$ cat config.mk
export PLATFORM = sky130hd
export DESIGN_NAME = dnn_result_reader
export DESIGN_NICKNAME = d
export VERILOG_FILES = /design/src/rtl/dnn_result_reader.sv
export SDC_FILE = /design/constraint.sdc
export NUM_CORES = 1
export LEC_CHECK = 0
export ABC_AREA = 1
export CAP_MARGIN = 10
export CORE_UTILIZATION = 50
export CTS_BUF_LIST = sky130_fd_sc_hd__clkbuf_16
export DETAILED_ROUTE_END_ITERATION = 16
export DONT_BUFFER_PORTS = 1
export GPL_TIMING_DRIVEN = 0
export SKIP_LAST_GASP = 1
export SLEW_MARGIN = 20
export SYNTH_ARGS = -nofsm -noshare
export SYNTH_HDL_FRONTEND = slang
export SYNTH_SLANG_ARGS = --single-unit
export TNS_END_PERCENT = 5
$ cat constraint.sdc
create_clock -name clk -period 2.65 [get_ports clk]
set_input_delay 0.265 -clock clk [delete_from_list [all_inputs] [get_ports clk]]
set_output_delay 0.265 -clock clk [all_outputs]
set_load 0.02 [all_outputs]
$ cat src/rtl/dnn_result_reader.sv
// dnn_result_reader: sequences one inference run, sweeps class scores and returns the signed argmax
// Ports:
//   clk, rst (async, active low)
//   req / busy                   : host request, busy outside IDLE
//   dnn_reset, dnn_start         : one-cycle pulses to the inference top
//   dnn_done                     : level completion flag from the inference top
//   out_idx / out_val            : registered class select and its combinational score
//   result_valid / result_ack    : result handshake, held until acked
//   result_class, result_score   : argmax index and maximum score
//   result_err                   : run timed out; class and score are zero
module dnn_result_reader #(
  parameter int DATA_WIDTH     = 16,
  parameter int NUM_CLASSES    = 10,
  parameter int IDX_WIDTH      = 4,
  parameter int TIMEOUT_CYCLES = 1048576
) (
  input  logic                         clk,
  input  logic                         rst,
  input  logic                         req,
  output logic                         busy,
  output logic                         dnn_reset,
  output logic                         dnn_start,
  input  logic                         dnn_done,
  output logic [IDX_WIDTH-1:0]         out_idx,
  input  logic signed [DATA_WIDTH-1:0] out_val,
  output logic                         result_valid,
  input  logic                         result_ack,
  output logic [IDX_WIDTH-1:0]         result_class,
  output logic signed [DATA_WIDTH-1:0] result_score,
  output logic                         result_err
);
  localparam int CW = $clog2(TIMEOUT_CYCLES + 1);
  localparam logic [CW-1:0] TMAX = CW'(TIMEOUT_CYCLES - 1);
  localparam logic [IDX_WIDTH-1:0] LAST = IDX_WIDTH'(NUM_CLASSES - 1);
  typedef enum logic [2:0] {IDLE, CLR, START, WAIT, SCAN, DONE} state_t;
  state_t state, nxt;
  logic [CW-1:0] cnt;
  logic timeout;
  // dnn_done wins over an expiring counter in the same cycle
  assign timeout = !dnn_done && cnt == TMAX;
  always_ff @(posedge clk or negedge rst) begin
    if (!rst) state <= IDLE;
    else state <= nxt;
  end
  always_comb begin
    nxt          = state;
    busy         = state != IDLE;
    dnn_reset    = state == CLR;
    dnn_start    = state == START;
    result_valid = state == DONE;
    case (state)
      IDLE:    nxt = req ? CLR : IDLE;
      CLR:     nxt = START;
      START:   nxt = WAIT;
      WAIT:    nxt = dnn_done ? SCAN : timeout ? DONE : WAIT;
      SCAN:    nxt = out_idx == LAST ? DONE : SCAN;
      DONE:    nxt = result_ack ? IDLE : DONE;
      default: nxt = IDLE;
    endcase
  end
  // result_class/result_score double as the running best so a finished result
  // persists after ack until the next SCAN or timeout replaces it
  always_ff @(posedge clk or negedge rst) begin
    if (!rst) begin
      cnt          <= '0;
      out_idx      <= '0;
      result_class <= '0;
      result_score <= '0;
      result_err   <= 1'b0;
    end else begin
      cnt <= state == CLR ? '0 : state == WAIT ? cnt + 1'b1 : cnt;
      if (state == WAIT && timeout) begin
        result_err   <= 1'b1;
        result_class <= '0;
        result_score <= '0;
      end
      if (state == SCAN) begin
        out_idx <= out_idx == LAST ? '0 : out_idx + 1'b1;
        if (out_idx == '0 || out_val > result_score) begin
          result_class <= out_idx;
          result_score <= out_val;
        end
        if (out_idx == LAST) result_err <= 1'b0;
      end
    end
  end
endmodule

==> results of run 1 <==
-- metal layers --
metal | wire length, um | part of all wire | global-route usage | up-vias
met5 | 0 | 0 | 0 | -
met4 | 54 | 0.0075 | 0.0482 | 0
met3 | 546 | 0.076 | 0.0618 | 5
met2 | 3010 | 0.42 | 0.345 | 89
met1 | 3580 | 0.50 | 0.348 | 1257
li1 | - | - | - | 1377
-- per-stage QoR --
step           setup slack (ns)  std cells  instance area, um^2   util  hold WS [ns]
3_5_place_dp              0.441        501                 3200  0.537       -0.0295
5_1_grt                   0.120        511                 3430  0.575         0.111
4_1_cts                   0.386        511                 3430  0.575         0.108
2_1_floorplan             0.705        426                 3100      -       -0.0306
6_report                  0.387        511                 3430  0.575         0.110
3_3_place_gp              0.474        501                 3200  0.537       -0.0297
-- cell families (layout without fill, tap and decap cells) --
group,after synthesis,count (layout),synth area share
xor gates and xnor gates,5,5,0.0141
AOI/OAI and AO/OA,44,44,0.0814
DFF,49,49,0.395
and+or+nand+nor,222,222,0.324
buffers and inverters,89,99,0.117
adders and majority gates,17,17,0.0685
-- where the power goes --
group / internal [mW] / total (mW) / switching, mW
registers: 0.944 / 1.34 / 0.398
logic: 0.420 / 1.23 / 0.813
clock network: 0.539 / 0.823 / 0.284
total: 1.90 / 3.40 / 1.49
-- cell type report --
cell class / instances / area share
clock buffer: 5 / 0.0365
sequential: 49 / 0.358
timing repair buffer: 2 / 0.0110
clock inverter: 3 / 0.0190
buffer: 12 / 0.0219
inverter: 77 / 0.0844
multi-input combinational: 288 / 0.442
tap: 75 / 0.0274
-- worst max-delay path, delay by kind of cell, from the launching register on --
family / cells / cell delay [ns]
buffers and inverters: 3 / 0.41
and+or+nand+nor: 9 / 0.94
adders and majority gates: 1 / 0.34
DFF: 1 / 0.48
-- placed cells by master, fill, tap and decap left out, drive strengths merged --
cell type / n
nand2: 127
inv: 77
dfrtp: 49
nand3: 39
nor2: 30
ha: 17
o21ai: 16
a21oi: 15
nor3: 12
clkbuf: 10
nand4: 9
buf: 8
xor2: 5
o22ai: 4
o221ai: 2
nor4: 2
bufinv: 2
a211o: 1
a21o: 1
o2111ai: 1
o211ai: 1
a31oi: 1
a22o: 1
nor3b: 1
or2: 1
nand3b: 1
o31ai: 1
clkinv: 1
dlygate4sd3: 1
-- flip-flops by register name (all words and copies together), names as in the netlist --
register / flops
result_class: 4
result_score: 16
out_idx: 4
state: 3
cnt: 21
result_err: 1
-- worst paths after layout --
path	start	end	slack (ns)	cells after the start
max	result_score[15]	result_score[14]	0.39	13
min	out_val[11]	result_score[11]	0.11	2
max reg2reg	result_score[15]	result_score[14]	0.39	13
min reg2reg	cnt[19]	cnt[19]	0.55	2
min in group asynchronous	rst	out_idx[3]	0.49	2
max in group asynchronous	rst	cnt[10]	1.93	2
==> results.md, run 1 <==
- Result of the run: completed
- Number of buffers added by the clock tree synthesis step: 5
- Total Wirelength: 7190 um
- Kind of capture point of the worst setup path: flop
- Ranking of synthesized cells by instance count: sky130_fd_sc_hd__nand2_1 (125), sky130_fd_sc_hd__inv_1 (76), sky130_fd_sc_hd__dfrtp_1 (49)
- Total area of multi-input combinational cells: 1510 um^2
- Total power density per cell area: 992 nW/um^2
- Element type at the critical path start: flop
- Number of instances in the synthesized netlist: 426
- Final hold violation count: 0
- Area share of the largest cell type after synthesis: 0.395
- Cells along the critical path: inv_1 -> ha_1 -> nand2_1 -> nor3_1 -> nand2_1 -> nand2_1 -> nand2_1 -> nand3_1 -> nand2_1 -> buf_4 -> buf_6 -> nand3_1 -> nand2_1
- Total number of nets in the final design: 473
- Sum of negative setup slack: 0 ns
- Cells taking the most area after synthesis: sky130_fd_sc_hd__dfrtp_1 (40%), sky130_fd_sc_hd__nand2_1 (15%), sky130_fd_sc_hd__inv_1 (9.2%)
- H-tree Lvls: 2
- Critical Path AT: 2.45 ns
- Total number of yosys warnings: 0
- Number of global-route vias before repair: 2474
- Number of enable-type register cells in the synthesized netlist: 0
- Diode count: 0
- Chip Height: 80.8 um
- Leakage dissipation: 1.81 nW
- Total global-route track usage: 0.236
- Post-CTS Resized: 0
- Global-route wire length before repair: 11800 um
- Average cell area after synthesis: 7.29 um^2
- Top-count cell post-synth: sky130_fd_sc_hd__nand2_1
- Shortest clock period the worst path allows after layout: 2.26 ns
- Reg area: 1230 um^2
- I/O Buffers: 0
- Detail Placement HPWL: 5180 um
- Die Outline Area: 6530 um^2
- Number of max-slew violations in the final report: 0
- Share of the yosys chip area belonging to registers: 0.395
- Post-detailed-route count of antenna-violating nets: 0
- Worst max-slew margin expressed relative to the limit: 0.431
- CTS clk-pin slew, worst paths: 0.07 ns
- Overall power: 3.40 mW
- Detailed-route via count: 2728
- Initial Util: 0.521
- Most used flip-flop cell after synthesis: sky130_fd_sc_hd__dfrtp_1
- Detailed-routing iteration count for the pre-antenna-repair pass: 5
- Crit path max-delay cell type: sky130_fd_sc_hd__dfrtp_1
- Number of register bits inferred by synthesis: 49
- Slew at the pin with the worst max-slew slack: 0.847 ns
- Grt total ovfl: 0
- Post-synthesis cell type with the largest combined area: sky130_fd_sc_hd__dfrtp_1
- Largest incremental delay on the critical path: 0.48 ns
- Maximum fanout along the worst path: 10
- Wirelength per Cell: 14.1 um
- Final period util: 0.854
- Most numerous cell on the critical path: sky130_fd_sc_hd__nand2_1
- FMAX: 0.442 GHz
- Setup repair after global routing missed its margin: false
- Number of max-cap violations: 0
- Clock insertion delay at the later pin of the skew report: 0.29 ns
- Worst hold-check path type: in2reg
- Fraction of final layout cells sized beyond drive strength 1: 0.0780
- Pin count of the biggest net entering global routing: 50
- Count of endpoints failing setup in the final report: 0
- Area inside the core boundary: 5960 um^2
- Synth unique cells: 35
- Synth Net Count: 464
- Avg Vias per Cell: 5.34
- Number of clock sinks seen by CTS: 49
- Hold buffer count at CTS: 2
- CTS tree: yes
- Async set or reset register ratio after synthesis: 1.00
- # fillers: 591
- Total standard cell area after synthesis: 3100 um^2
- Total I/O pin count: 50
- CTS Root Buffer Type: sky130_fd_sc_hd__clkbuf_16
- Data required time of the worst path: 2.83 ns
- Global placement routability congestion: 0.897
- Critical path class: reg2reg
- Clock tree skew after final layout: 0.00951 ns
- Number of antenna violations at the first check in global routing: 0
- Detailed router's first-iteration violation count: 141
- Total DRC errors in the routed layout: 0
- Area Overhead vs Synth: 10.4%
- Number of standard-cell rows in the floorplan: 28
- Largest vdd supply drop: 0.573 mV
- Bufs on Longest Clock Path: 2
- Post-CTS Setup Bufs: 0
- Die width: 80.8 um
No activity file was read; power rests on OpenSTA's default activity.
==> inputs of run 2 (changes only) <==
--- a/config.mk
+++ b/config.mk
@@ -8,7 +8,6 @@
 export ABC_AREA = 1
 export CAP_MARGIN = 10
 export CORE_UTILIZATION = 50
-export CTS_BUF_LIST = sky130_fd_sc_hd__clkbuf_16
 export DETAILED_ROUTE_END_ITERATION = 16
 export DONT_BUFFER_PORTS = 1
 export GPL_TIMING_DRIVEN = 0
==> results.md, run 2 (same netlist as run 1, synthesis figures left out) <==
- Total Wirelength: 7120 um (-0.93%)
- Detail Placement HPWL: 5180 um (unchanged)
- Total global-route track usage: 0.233 (-0.00312)
- Critical path class: reg2reg
- Met2 track utilization from global routing: 0.336 (-0.00847)
- Shortest clock period the worst path allows after layout: 2.26 ns (-0.00701 ns)
- Detailed-route via count: 2717 (-0.40%)
- Total I/O pin count: 50 (unchanged)
- Grt total ovfl: 0 (unchanged)
- Count of endpoints failing setup in the final report: 0 (unchanged)
- Die Outline Area: 6530 um^2 (unchanged)
- Largest registers ranked by flip-flop count: cnt x21, result_score x16
- Diode count: 0 (unchanged)
- Flip-flop count of the largest register, all copies and words added: 21 (unchanged)
- Post-detailed-route count of antenna-violating nets: 0 (unchanged)
- Final period util: 0.851 (-0.00265)
- Clock insertion delay at the later pin of the skew report: 0.31 ns (+0.02 ns)
- CTS Root Buffer Type: sky130_fd_sc_hd__clkbuf_8
- Number of antenna violations at the first check in global routing: 0 (unchanged)
- Kind of capture point of the worst setup path: flop
- Cells along the critical path: inv_1 -> ha_1 -> nand2_1 -> nor3_1 -> nand2_1 -> nand2_1 -> nand2_1 -> nand3_1 -> nand2_1 -> buf_4 -> buf_6 -> nand3_1 -> nand2_1
- Die width: 80.8 um (unchanged)
- CTS tree: yes
- Total number of nets in the final design: 473 (unchanged)
- Detailed-routing iteration count for the pre-antenna-repair pass: 4 (-1)
- Worst path bufs/invs: 3 (unchanged)
- Critical Path AT: 2.46 ns (about the same)
- Total power density per cell area: 951 nW/um^2 (-4.1%)
- Final hold violation count: 0 (unchanged)
- Global placement routability congestion: 0.897 (unchanged)
- Avg Vias per Cell: 5.32 (-0.40%)
- Wirelength per Cell: 13.9 um (-0.93%)
- Global-route track usage on met1: 0.353 (+0.00495)
- CTS clk-pin slew, worst paths: 0.10 ns (+0.03 ns)
- Leading cell types in the layout, fill and taps excluded: sky130_fd_sc_hd__nand2_1 (125), sky130_fd_sc_hd__inv_1 (76), sky130_fd_sc_hd__dfrtp_1 (49)
- Number of standard-cell rows in the floorplan: 28 (unchanged)
- Setup repair after global routing missed its margin: false
- Leading cell type in the layout, fill and taps excluded: sky130_fd_sc_hd__nand2_1
- Largest register by flop count: cnt
- Area inside the core boundary: 5960 um^2 (unchanged)
- Data required time of the worst path: 2.85 ns (+0.02 ns)
- Leakage dissipation: 1.78 nW (-1.4%)
- Worst max-slew margin expressed relative to the limit: 0.440 (+0.00895)
- Number of max-cap violations: 0 (unchanged)
- Number of global-route vias before repair: 2449 (-1.0%)
- Largest vdd supply drop: 0.561 mV (-2.2%)
- Post-CTS Resized: 0 (unchanged)
- Most numerous cell on the critical path: sky130_fd_sc_hd__nand2_1
- Global-route wire length before repair: 11700 um (-0.47%)
- FMAX: 0.443 GHz (+0.31%)
- Met3 global-route usage: 0.0573 (-0.00449)
- Post-CTS Setup Bufs: 0 (unchanged)
- Area Overhead vs Synth: 8.54%
- Worst hold-check path type: in2reg
- Post-route cell area: 3370 um^2 (-1.6%)
- Pin count of the biggest net entering global routing: 50 (unchanged)
- Element type at the critical path start: flop
- # fillers: 595 (+0.68%)
- Placement Cell Area: 3200 um^2 (unchanged)
- H-tree Lvls: 2 (unchanged)
- Total DRC errors in the routed layout: 0 (unchanged)
- Hold buffer count at CTS: 2 (unchanged)
- Maximum fanout along the worst path: 10 (unchanged)
- Result of the run: completed
- Largest incremental delay on the critical path: 0.49 ns (about the same)
- Grt peak-use layer: met1
- Clock tree skew after final layout: 0.0130 ns (+0.00354 ns)
- Number of buffers added by the clock tree synthesis step: 5 (unchanged)
- Initial Util: 0.521 (unchanged)
- Detailed router's first-iteration violation count: 195 (+38%)
- Sum of negative setup slack: 0 ns (unchanged)
- Number of clock sinks seen by CTS: 49 (unchanged)
- Chip Height: 80.8 um (unchanged)
- Number of max-slew violations in the final report: 0 (unchanged)
- I/O Buffers: 0 (unchanged)
- Slew at the pin with the worst max-slew slack: 0.833 ns (-0.0133 ns)
- Fraction of final layout cells sized beyond drive strength 1: 0.0780 (unchanged)
- Cell class contributing the biggest share of worst-path delay: simple AND/OR/NAND/NOR gates
- Crit path max-delay cell type: sky130_fd_sc_hd__dfrtp_1
- Bufs on Longest Clock Path: 2 (unchanged)
run 2: cell count changes in the layout (fill, tap and decap cells not counted):
| cell | before | now |
|---|---|---|
| sky130_fd_sc_hd__clkbuf_16 | 5 | 0 |
| sky130_fd_sc_hd__clkbuf_8 | 0 | 5 |
run 2: layer usage:
| layer | wire [um] | vias up |
|---|---|---|
| li1 | - | 1372 |
| met4 | 44 | 0 |
| met2 | 2930 | 91 |
| met5 | 0 | - |
| met3 | 524 | 4 |
| met1 | 3620 | 1250 |
run 2: path summary, 6_finish.rpt:
| check | start | end | slack (ns) | cells after the start |
|---|---|---|---|---|
| max | result_score[15] | result_score[14] | 0.39 | 13 |
| min | out_val[11] | result_score[11] | 0.09 | 2 |
| max reg2reg | result_score[15] | result_score[14] | 0.39 | 13 |
| min reg2reg | cnt[19] | cnt[19] | 0.55 | 2 |
| max in group asynchronous | rst | cnt[2] | 1.94 | 2 |
| min in group asynchronous | rst | out_idx[3] | 0.47 | 2 |
run 2: stage by stage:
step	worst slack [ns]	instances	utilization	total power, mW	hold slack [ns]
4_1_cts	0.384	511	0.566	3.24	0.0798
5_1_grt	0.118	511	0.566	3.49	0.0767
3_3_place_gp	0.474	501	0.537	2.52	-0.0297
3_5_place_dp	0.441	501	0.537	2.56	-0.0295
2_1_floorplan	0.705	426	-	2.25	-0.0306
6_report	0.394	511	0.566	3.20	0.0861
run 2: area by class of cell:
class	instances	area, um^2	share of cell area
clock inverter	3	65.1	0.0193
multi-input combinational	288	1510	0.449
clock buffer	5	68.8	0.0204
sequential	49	1230	0.364
inverter	77	289	0.0858
timing repair buffer	2	37.5	0.0111
buffer	12	75.1	0.0223
tap	75	93.8	0.0278
run 2: report_power, final:
| group | switching [mW] | internal, mW | total (mW) | leakage, nW |
|---|---|---|---|---|
| Sequential | 0.396 | 0.942 | 1.34 | 0.644 |
| Combinational | 0.807 | 0.419 | 1.23 | 1.07 |
| Clock | 0.263 | 0.375 | 0.638 | 0.0681 |
==> RTL change 1: new RTL, config.mk and constraints of run 2 <==
`TIMEOUT_CYCLES`: 1048576 -> 524288.
--- a/src/rtl/dnn_result_reader.sv
+++ b/src/rtl/dnn_result_reader.sv
@@ -13,5 +13,5 @@
   parameter int NUM_CLASSES    = 10,
   parameter int IDX_WIDTH      = 4,
-  parameter int TIMEOUT_CYCLES = 1048576
+  parameter int TIMEOUT_CYCLES = 524288
 ) (
   input  logic                         clk,
Formal check against the unedited RTL: no difference found for any inputs over 10 cycles, from zero or initial values and one cycle with rst low; that may be too few to reach the edited logic, so the function may still have changed.
==> RTL change 1 against run 2 <==
- wire length is 11% lower
- total power is 6.3% lower
- critical path depth stayed put
- synthesized area is 3.0% lower
- setup slack better by 91 ps
- highest routed layer unchanged
- clock skew is 5.3 ps lower
- worst hold slack better by 3.7 ps
- cell area is 4.1% lower
- non-clock buffer count is 2 lower
- first-iteration DRC count is 61% lower
- largest power group unchanged
- critical path type unchanged
- largest cell class unchanged
- sequential cell count is 1 lower
==> RTL change 1: results (changes against run 2) <==
metric;value;unit;change
syn_nets;437;;was 464
ys_warn_count;0;;unchanged
timing.hold.ws;89.80;ps;was 86.09 ps
grt_max_degree;49;;was 50
seq_area_frac_synth;0.3988;;was 0.3950
drive_gt1_frac;0.1320;;was 0.07798
fin_nets;446;;was 473
fin_skew;7.754;ps;was 13.05 ps
p_int;1.573;mW;was 1.737 mW
rows;27;;was 28
dpl-instance-area;3102;um^2;was 3198 um^2
status;completed;;unchanged
cp.arrival;2360;ps;was 2460 ps
syn_area_per_cell;7.548;um^2;was 7.287 um^2
drt-initial-drc-count;76;;was 195
dp.cells;471;;was 501
place.gp.congestion;0.8521;;was 0.8970
largestRegisters;cnt (20), result_score (16);;was cnt (21), result_score (16)
final_cell_count_no_fill;481;;was 511
grt_pass1_vias;2502;;was 2449
wire_per_inst;13.18;um;was 13.94 um
yosys-top-cells-count;nand2_1, inv_1, dfrtp_1, nand3_1, nor2_1;;unchanged
p_leak;1.760;nW;was 1.782 nW
synth_area_leaders;dfrtp_1, nand2_1, inv_1;;unchanged
grt.total_usage;0.2275;;was 0.2327
synthDistinctLibCells;33;;was 35
grt_pass1_wl;11.16;mm;was 11.71 mm
## RTL change 1: cell types whose count changed after synthesis, moves of 4 or more
cell / delta
nand2_1: -32
nand2_2: +20
o21ai_0: -8
o21ai_1: +7
inv_1: -4
nand4_1: -4
xor2_1: -4
## RTL change 1: final cells by class
type / count / area (um^2)
fillers: 526 / 2410
multi-input cells: 264 / 1449
flip-flops and latches: 48 / 1201
inverters: 77 / 289.0
well taps: 72 / 90.09
clock buffers: 6 / 82.58
plain buffers: 10 / 72.57
repair buffers: 2 / 37.54
clock inverters: 2 / 10.01
## RTL change 1: power groups by stage
stage | Sequential (mW) | Clock, mW | Combinational (mW)
detailed placement | 1.35 | 0 | 1.20
global route | 1.36 | 0.509 | 1.42
finish | 1.33 | 0.462 | 1.21
global placement | 1.34 | 0 | 1.19
floorplan | 1.29 | 0 | 0.971
CTS | 1.33 | 0.480 | 1.23
## RTL change 1: cell families after synthesis
| group | synth area share |
|---|---|
| flops | 0.3988 |
| xor+xnor | 0.008726 |
| fa+ha+maj | 0.07063 |
| simple gates | 0.3228 |
| buf+inv | 0.1201 |
| compound gates | 0.07894 |
## RTL change 1: per-stage QoR
step | power, mW | util | worst slack [ps]
6_report | 3.000 | 0.5729 | 485.1
5_1_grt | 3.290 | 0.5729 | 194.1
4_1_cts | 3.042 | 0.5729 | 452.1
3_5_place_dp | 2.549 | 0.5498 | 469.6
3_3_place_gp | 2.528 | 0.5498 | 489.5
2_1_floorplan | 2.264 | - | 733.1
## RTL change 1: path summary, 6_finish.rpt
path                                   from                to
min in group asynchronous               rst   result_score[6]
min reg2reg                          cnt[9]            cnt[9]
max in group asynchronous               rst   result_class[1]
min                             out_val[14]  result_score[14]
max reg2reg                result_score[15]   result_class[1]
max                        result_score[15]   result_class[1]
## RTL change 1: metal layers
metal	part of all wire	global-route usage
met4	0.020	0.07818
met2	0.50	0.4094
met1	0.43	0.2581
met5	0	0
met3	0.050	0.05829
## RTL change 1: what timing repair did
| item | CTS | global route |
|---|---|---|
| hold endpoints to repair | 48 | 0 |
| hold buffers | 2 | 0 |
| setup buffers | 0 | 0 |
## RTL change 1: critical path, delay by kind of cell (launching register included)
| family | cells | cell delay, ps |
|---|---|---|
| adders and majority gates | 1 | 330 |
| buffers and inverters | 3 | 370 |
| DFF | 1 | 500 |
| and+or+nand+nor | 9 | 850 |
==> RTL change 2: new RTL, config.mk and constraints of run 2 <==
Made on the original files. Register the output `result_err` once more, without a reset; this adds one clock of latency there. The other outputs are not delayed to match.
--- a/src/rtl/dnn_result_reader.sv
+++ b/src/rtl/dnn_result_reader.sv
@@ -34,4 +34,6 @@
   localparam logic [IDX_WIDTH-1:0] LAST = IDX_WIDTH'(NUM_CLASSES - 1);
   typedef enum logic [2:0] {IDLE, CLR, START, WAIT, SCAN, DONE} state_t;
+
+  logic result_err_s0;
   state_t state, nxt;
   logic [CW-1:0] cnt;
@@ -67,9 +69,9 @@
       result_class <= '0;
       result_score <= '0;
-      result_err   <= 1'b0;
+      result_err_s0 <= 1'b0;
     end else begin
       cnt <= state == CLR ? '0 : state == WAIT ? cnt + 1'b1 : cnt;
       if (state == WAIT && timeout) begin
-        result_err   <= 1'b1;
+        result_err_s0 <= 1'b1;
         result_class <= '0;
         result_score <= '0;
@@ -81,8 +83,12 @@
           result_score <= out_val;
         end
-        if (out_idx == LAST) result_err <= 1'b0;
+        if (out_idx == LAST) result_err_s0 <= 1'b0;
       end
     end
   end
+  always_ff @(posedge clk) begin
+    result_err <= result_err_s0;
+  end
+
 endmodule
 
Check against the original RTL: no difference found for any inputs over 10 cycles, from zero or initial values and one cycle with rst low; that may be too few to reach the edited logic, so the function may still have changed.
==> RTL change 2 against run 2 <==
- setup slack better by 31 ps
- total power fell by 5.7%
- sequential cell count is 1 higher
- wire length fell by 2.1%
- cell area down 0.71%
- non-clock buffer count stayed put
- clock power fell by 28%
- synthesized area rose by 0.64%
- final cell count up 0.20%
- highest routed layer unchanged
==> RTL change 2: results (changes against run 2) <==
metric;value;unit;change
comb-power;1.21;mW;
antenna_found_initial;0;;unchanged
grt_pass1_vias;2434;;was 2449
numCtsBuffers;5;;unchanged
status;completed;;unchanged
async_flop_share;0.9800;;was 1.000
powerSeq;1.35;mW;
cts_buffer_depth;2;;unchanged
viasPerCell;5.268;;was 5.317
place.gp.congestion;0.8568;;was 0.8970
wire_per_inst;13.62;um;was 13.94 um
n_fill_cell;576;;was 595
htreeDepth;2;;unchanged
synthDistinctLibCells;36;;was 35
io_buffers;0;;unchanged
worstPathMaxFanout;10;;unchanged
crit_start;result_score[15];;unchanged
ir_drop;0.5303;mV;was 0.5605 mV
dp.cells;502;;was 501
wl_met3;395;um;was 524 um
p_int;1.565;mW;was 1.737 mW
highest_layer;met4;;unchanged
p_leak;1.766;nW;was 1.782 nW
cpPeakStageDelay;490;ps;about the same
drive_gt1_frac;0.07780;;was 0.07798
hp-start;out_val[0];;was out_val[11]
cp.arrival;2430;ps;was 2460 ps
post_cts_buffers;0;;unchanged
yosys-top-cells-count;nand2_1, inv_1, dfrtp_1, nand3_1, nor2_1;;unchanged
seq_area_frac_synth;0.3989;;was 0.3950
cts_resized;0;;unchanged
slew_headroom;0.4290;;was 0.4402
cts_tree;yes;;unchanged
drt-initial-drc-count;177;;was 195
synth_area_leaders;dfrtp_1, nand2_1, inv_1;;unchanged
clock_latency;310;ps;about the same
syn_nets;465;;was 464
met1_length;3.528;mm;was 3.624 mm
fin_skew;7.859;ps;was 13.05 ps
clk_pin_slew;100;ps;about the same
synth_flop_cell;dfrtp_1;;unchanged
synth_cells;427;;was 426
grt.total_usage;0.2286;;was 0.2327
wl_met2;3.006;mm;was 2.930 mm
cts-root-buf;clkbuf_8;;unchanged
ys_warn_count;0;;unchanged
grt_max_degree;50;;unchanged
drt_pass1_iterations;4;;unchanged
num_antenna_cells;0;;unchanged
crit_path_top_delay_cell;dfrtp_1;;unchanged
grt_pass1_wl;11.52;mm;was 11.71 mm
via_count;2697;;was 2717
dp_hpwl;5.128;mm;was 5.182 mm
worstHoldPathType;primary input to flip-flop;;unchanged
holdBufCountCts;2;;unchanged
path_delay_family;simple AND/OR/NAND/NOR gates;;unchanged
largestRegisters;cnt (21), result_score (16);;unchanged
-- RTL change 2: final cells by class --
class                   count  share of cell area
multi-input cells         288              0.4525
clock buffers               5             0.02057
clock inverters             3            0.006358
flip-flops and latches     50              0.3725
well taps                  75             0.02805
repair buffers              2             0.01122
plain buffers              12             0.02244
inverters                  77             0.08639
-- RTL change 2: metrics by stage --
stage | total power [mW] | area, um^2 | worst slack, ps | hold slack (ps)
2_1_floorplan | 2.269 | 3124 | 705.1 | -30.59
3_3_place_gp | 2.547 | 3218 | 457.8 | -29.58
3_5_place_dp | 2.577 | 3218 | 418.2 | -29.41
4_1_cts | 3.068 | 3346 | 395.2 | 80.78
5_1_grt | 3.315 | 3346 | 177.3 | 80.93
6_report | 3.022 | 3346 | 425.2 | 89.01
-- RTL change 2: per-layer routing --
layer | GRT usage | vias to the layer above
met2 | 0.3311 | 66
met4 | 0.05536 | 0
met1 | 0.3396 | 1252
li1 | - | 1375
met3 | 0.05281 | 4
met5 | 0 | -
-- RTL change 2: cells by family (layout without fill, tap and decap cells) --
logic type / Yosys count / in the layout / synth area share
DFF: 50 / 50 / 0.3989
xor gates and xnor gates: 5 / 5 / 0.01402
and+or+nand+nor: 222 / 222 / 0.3216
adders and majority gates: 17 / 17 / 0.06808
AOI/OAI and AO/OA: 44 / 44 / 0.08090
buffers and inverters: 89 / 99 / 0.1165
-- RTL change 2: worst paths after layout --
| kind | endpoint | slack, ps | depth (start not counted) |
|---|---|---|---|
| worst max-delay path | result_score[12] | 430 | 13 |
| worst min-delay path | result_score[0] | 90 | 2 |
| worst max register to register | result_score[12] | 430 | 13 |
| worst min register to register | result_err | 380 | 0 |
| max in group asynchronous | cnt[8] | 1960 | 2 |
| min in group asynchronous | state[2] | 460 | 2 |
